**config.mk**
```make
export PLATFORM = sky130hd
export DESIGN_NAME = uart_cmd_master
export DESIGN_NICKNAME = d
export VERILOG_FILES = /design/src/rtl/uart_cmd_pkg.sv /design/src/rtl/cmd_timeout_ctr.sv /design/src/rtl/uart_cmd_master.sv
export SDC_FILE = /design/constraint.sdc
export NUM_CORES = 1
export LEC_CHECK = 0
export ABC_AREA = 0
export CAP_MARGIN = 20
export CORE_ASPECT_RATIO = 1.25
export CORE_UTILIZATION = 48
export CTS_CLUSTER_DIAMETER = 120
export DETAILED_ROUTE_END_ITERATION = 16
export PLACE_DENSITY = 0.77
export SYNTH_ARGS = -nofsm -noshare
export SYNTH_HDL_FRONTEND = slang
export SYNTH_SLANG_ARGS = --single-unit
```
**constraint.sdc**
```tcl
create_clock -name clk -period 2.3 [get_ports clk]
set_input_delay 0.69 -clock clk [delete_from_list [all_inputs] [get_ports clk]]
set_output_delay 0.69 -clock clk [all_outputs]
set_load 0.005 [all_outputs]
```
**src/rtl/uart_cmd_pkg.sv**
```systemverilog
// Shared types and constants for the 3-byte UART command initiator.
package uart_cmd_pkg;

   localparam int unsigned FRAME_BYTES = 3;
   localparam logic [7:0]  OP_WRITE    = 8'h01;
   localparam logic [7:0]  OP_READ     = 8'h02;

   typedef enum logic [2:0] {
      ST_IDLE,
      ST_LOAD,
      ST_WAIT_TX,
      ST_WAIT_RSP,
      ST_RESP
   } cmd_state_e;

   // Element 0 is the opcode (sent first), then arg[15:8], then arg[7:0].
   typedef logic [FRAME_BYTES-1:0][7:0] cmd_frame_t;

endpackage

```
**src/rtl/cmd_timeout_ctr.sv**
```systemverilog
// Saturating wait-state cycle counter; expired_o is high while count == LIMIT-1.
module cmd_timeout_ctr #(
   parameter int unsigned LIMIT = 200000
) (
   input  logic clk,
   input  logic rst_n,
   input  logic clr_i,
   input  logic en_i,
   output logic expired_o
);

   localparam int unsigned        CNT_W    = $clog2(LIMIT + 1);
   localparam logic [CNT_W-1:0]   CNT_MAX  = CNT_W'(LIMIT);
   localparam logic [CNT_W-1:0]   CNT_TERM = CNT_W'(LIMIT - 1);

   logic [CNT_W-1:0] r_count;
   logic [CNT_W-1:0] w_count_n;
   logic             r_expired;

   always_comb begin
      w_count_n = r_count;
      if (clr_i) begin
         w_count_n = '0;
      end else if (en_i && (r_count != CNT_MAX)) begin
         w_count_n = r_count + CNT_W'(1);
      end
   end

   // Expiry flag tracks the count register so it is valid in the same cycle.
   always_ff @(posedge clk or negedge rst_n) begin
      if (!rst_n) begin
         r_count   <= '0;
         r_expired <= 1'b0;
      end else begin
         r_count   <= w_count_n;
         r_expired <= (w_count_n == CNT_TERM);
      end
   end

   assign expired_o = r_expired;

endmodule

```
**src/rtl/uart_cmd_master.sv**
```systemverilog
// Host-side command initiator: sends op/arg_hi/arg_lo to a UART transmitter,
// optionally waits for one response byte, and reports result or timeout.
module uart_cmd_master
   import uart_cmd_pkg::*;
#(
   parameter int unsigned TIMEOUT_CYCLES = 200000,
   parameter logic [7:0]  READ_OP        = OP_READ
) (
   input  logic        clk,
   input  logic        rst_raw_n,
   input  logic        cmd_valid_i,
   output logic        cmd_ready_o,
   input  logic [7:0]  cmd_op_i,
   input  logic [15:0] cmd_arg_i,
   output logic [7:0]  tx_data_o,
   output logic        tx_wr_o,
   input  logic        tx_done_i,
   input  logic [7:0]  rx_data_i,
   input  logic        rx_done_i,
   output logic        rsp_valid_o,
   output logic [7:0]  rsp_data_o,
   output logic        rsp_err_o,
   output logic        stray_o
);

   localparam int unsigned     IDX_W    = $clog2(FRAME_BYTES);
   localparam logic [IDX_W-1:0] LAST_IDX = IDX_W'(FRAME_BYTES - 1);

   cmd_state_e       r_state, w_state_n;
   cmd_frame_t       r_frame, w_frame_n;
   logic [IDX_W-1:0] r_idx, w_idx_n;
   logic [7:0]       r_tx_data, w_tx_data_n;
   logic [7:0]       r_rsp_data, w_rsp_data_n;
   logic             r_rsp_err, w_rsp_err_n;
   logic             r_tx_wr, r_ready, r_rsp_valid, r_stray;
   logic             w_ctr_clr, w_ctr_en, w_expired;

   cmd_timeout_ctr #(
      .LIMIT (TIMEOUT_CYCLES)
   ) u_timeout (
      .clk       (clk),
      .rst_n     (rst_raw_n),
      .clr_i     (w_ctr_clr),
      .en_i      (w_ctr_en),
      .expired_o (w_expired)
   );

   // Next-state and datapath updates; events take priority over timeout.
   always_comb begin
      w_state_n    = r_state;
      w_frame_n    = r_frame;
      w_idx_n      = r_idx;
      w_rsp_data_n = r_rsp_data;
      w_rsp_err_n  = r_rsp_err;
      w_ctr_clr    = 1'b0;
      w_ctr_en     = 1'b0;

      unique case (r_state)
         ST_IDLE: begin
            if (cmd_valid_i) begin
               w_frame_n[0] = cmd_op_i;
               w_frame_n[1] = cmd_arg_i[15:8];
               w_frame_n[2] = cmd_arg_i[7:0];
               w_idx_n      = '0;
               w_state_n    = ST_LOAD;
            end
         end
         ST_LOAD: begin
            w_ctr_clr = 1'b1;
            w_state_n = ST_WAIT_TX;
         end
         ST_WAIT_TX: begin
            w_ctr_en = 1'b1;
            if (tx_done_i) begin
               if (r_idx != LAST_IDX) begin
                  w_idx_n   = r_idx + IDX_W'(1);
                  w_state_n = ST_LOAD;
               end else if (r_frame[0] == READ_OP) begin
                  w_ctr_clr = 1'b1;
                  w_state_n = ST_WAIT_RSP;
               end else begin
                  w_rsp_data_n = 8'h00;
                  w_rsp_err_n  = 1'b0;
                  w_state_n    = ST_RESP;
               end
            end else if (w_expired) begin
               w_rsp_data_n = 8'hFF;
               w_rsp_err_n  = 1'b1;
               w_state_n    = ST_RESP;
            end
         end
         ST_WAIT_RSP: begin
            w_ctr_en = 1'b1;
            if (rx_done_i) begin
               w_rsp_data_n = rx_data_i;
               w_rsp_err_n  = 1'b0;
               w_state_n    = ST_RESP;
            end else if (w_expired) begin
               w_rsp_data_n = 8'hFF;
               w_rsp_err_n  = 1'b1;
               w_state_n    = ST_RESP;
            end
         end
         ST_RESP: begin
            w_state_n = ST_IDLE;
         end
         default: begin
            w_state_n = ST_IDLE;
         end
      endcase

      w_tx_data_n = (w_state_n == ST_LOAD) ? w_frame_n[w_idx_n] : r_tx_data;
   end

   // Outputs are registered from the next state so strobes align with their state.
   always_ff @(posedge clk or negedge rst_raw_n) begin
      if (!rst_raw_n) begin
         r_state     <= ST_IDLE;
         r_frame     <= '0;
         r_idx       <= '0;
         r_tx_data   <= 8'h00;
         r_tx_wr     <= 1'b0;
         r_ready     <= 1'b1;
         r_rsp_valid <= 1'b0;
         r_rsp_data  <= 8'h00;
         r_rsp_err   <= 1'b0;
         r_stray     <= 1'b0;
      end else begin
         r_state     <= w_state_n;
         r_frame     <= w_frame_n;
         r_idx       <= w_idx_n;
         r_tx_data   <= w_tx_data_n;
         r_tx_wr     <= (w_state_n == ST_LOAD);
         r_ready     <= (w_state_n == ST_IDLE);
         r_rsp_valid <= (w_state_n == ST_RESP);
         r_rsp_data  <= w_rsp_data_n;
         r_rsp_err   <= w_rsp_err_n;
         r_stray     <= rx_done_i && (r_state != ST_WAIT_RSP);
      end
   end

   assign cmd_ready_o = r_ready;
   assign tx_data_o   = r_tx_data;
   assign tx_wr_o     = r_tx_wr;
   assign rsp_valid_o = r_rsp_valid;
   assign rsp_data_o  = r_rsp_data;
   assign rsp_err_o   = r_rsp_err;
   assign stray_o     = r_stray;

endmodule

```
==> reports/results.ini <==
[drt]
viasPerCell=5.50
drt_iter0_markers=122
drt.antenna.violating_nets=0
wire_per_inst_microns=17.4
drc=0
vias=2781
drt-total-wl_microns=8780
firstDrtPassIters=4

[die]
core_sq_um=6690
dieArea_sq_um=7370
rows=33
start_util=0.505
die_x_microns=77.0
die_h_microns=95.8
ios=58

[logic_synthesis]
ys_top_cells_by_area=dfrtp_1 (50%), mux2_2 (13%), nor2_1 (3.1%), nand2_1 (2.7%), a22o_1 (2.6%)
netlist-cell-type-count=47
synthCells=299
syn_area_sq_um=3380
yosysSeqAreaShare=0.512
yosysTopAreaCellShare=0.504
synth_nets=340
yosys_warnings=0
synthFlopType=dfrtp_1
syn_area_per_cell_sq_um=11.3
synth_top_area_cell=dfrtp_1
ys_ff_latch=69
synth_edf_count=0
synthArstFlopShare=1.00

[power_and_ir_drop]
leakage_nw=2.17
p_per_area_nw_per_um2=1160
vdd_drop_max_v=0.000736
total_power_mw=5.66

[worst_setup_path]
path_cells=inv_1 > ha_1 > nand4_1 > nor4b_1 > a21oi_2 > xnor2_1 > or3b_4 > a2111oi_4
path_class=reg -> reg
required_ns=2.55
worst_setup_path_start_kind=flop
crit_buf_inv=1
slowest_stage=nor4b_1
crit_fanout=4
end_kind=flop
cp_top_family=simple AND/OR/NAND/NOR gates
slowest_delay_ns=0.44
cp_data_arrival_time_ns=2.58

[timing]
setup_ws_ns=-0.0324
whs_ns=0.305
finalHoldViolations=0
fin_crit_sh=1.01
rsz0062_at_grt=true
fin_skew_ns=0.00740
tightest_slew_ns=0.522
fmax_mhz=429
setup_violations=1
fin_crit_ns=2.33
drv_slew=0
relSlewSlack=0.652

[place]
gp_congestion=0.923
io_buffers=57
placed_area_sq_um=4500
dp_hpwl_microns=6130

[status]
violations=negative setup slack
run_status=finished with violations

[global_route]
grt_use_total=0.256
grt_first_pass_wirelength_microns=14300
antenna_found_initial=0
overflow=0
grt_start_max_net_pins=29
grt_pass1_vias=2916

[clocking]
cts-root-buf=clkbuf_8
clk_path_buf_depth=2
cts_made_buffers=9
clock_sinks=69
cts_max_level=3
clock_latency_ns=0.35
cts_tree=done
clk_pin_slew_ns=0.07

[hold_path]
worst_hold_path_type=in -> async

[run]
maxCapViolCount=0

[cells_and_area]
insertedDiodeCount=0
area_growth_pct=44.4
drive_gt1_frac=0.341
fin_area_sq_um=4870
finalNetCount=455
fillerInstances=470
mostFrequentLayoutCell=dfrtp_1
final_cell_mix=dfrtp_1 (67), clkdlybuf4s50_1 (54), buf_4 (53)
fin_util=0.729
seq_area_sq_um=1730
multi_input_area_sq_um=1720

flip-flops by register name, summed over array words and instances, names as in the netlist:
register,count
stray_o,1
tx_wr_o,1
cmd_ready_o,1
tx_data_o,8
u_timeout.expired_o,1
rsp_data_o,8
rsp_err_o,1
r_state,3
r_frame,24
r_idx,2
rsp_valid_o,1
u_timeout.r_count,18
per-stage QoR:
| step | setup slack [ns] | TNS (ns) | std cells |
|---|---|---|---|
| after global routing | -0.194 | -0.279 | 506 |
| after detailed placement | -0.682 | -6.89 | 483 |
| after CTS | 0.000308 | 0 | 505 |
| final | -0.0324 | -0.0324 | 506 |
| after floorplan | -0.150 | -1.16 | 299 |
| after global placement | -0.590 | -5.54 | 483 |
cells in the mapped netlist, types with 2 or more instances:
cell,instances
dfrtp_1,68
mux2_2,40
nor2_1,28
nand2_1,24
a21oi_1,13
a22o_1,10
clkbuf_1,10
xnor2_1,10
inv_1,9
o31ai_1,9
nand3_1,8
xor2_1,7
ha_1,4
nand2b_1,4
nand4_1,4
nor3_1,4
nor4b_1,4
a31oi_1,3
and3_1,3
buf_2,3
nand4b_1,3
nor4_1,3
o32ai_1,3
and4b_1,2
layout make-up:
class	count	area share
Clock buffer	10	0.0282
Clock inverter	6	0.0128
Inverter	9	0.00693
Multi-Input combinational cell	207	0.352
Sequential cell	69	0.355
Tap cell	87	0.0223
Timing Repair Buffer	118	0.223
path summary, 6_finish.rpt:
kind / cells past startpoint / to / slack, ns / from
hold reg to reg: 2 / rsp_data_o[6] / 0.48 / rsp_data_o[6]
setup reg to reg: 8 / u_timeout.expired_o / -0.03 / u_timeout.r_count[1]
hold / removal: 1 / rsp_data_o[6] / 0.30 / rst_raw_n
max in group asynchronous: 2 / tx_data_o[6] / 1.43 / rst_raw_n
min in group clk: 2 / rsp_data_o[6] / 0.48 / rsp_data_o[6]
setup / recovery: 8 / u_timeout.expired_o / -0.03 / u_timeout.r_count[1]
what timing repair did:
item,4_1_cts,5_1_grt
buffers inserted,5,1
pin swaps,1,8
gates resized for setup,9,24
hold buffers,0,0
cloned,1,0
setup endpoints to repair,9,9
report_power, final:
group	total, mW	switching, mW	leakage [nW]	internal, mW
Sequential	1.95	0.280	0.876	1.67
Clock	1.01	0.482	0.0943	0.526
Combinational	2.70	1.09	1.19	1.61
metal layers:
layer | global-route usage | up-vias | part of all wire
li1 | - | 1302 | -
met1 | 0.302 | 1372 | 0.42
met2 | 0.458 | 92 | 0.51
met3 | 0.0455 | 15 | 0.043
met4 | 0.123 | 0 | 0.022
met5 | 0 | - | 0
kinds of logic after synthesis:
logic type      Yosys count  synth area share
simple gates             98             0.159
flops                    69             0.512
compound gates           47             0.106
mux                      41             0.137
buf+inv                  23            0.0271
xor+xnor                 17            0.0441
fa+ha+maj                 4            0.0148
Power figures use the tool's default switching activity.
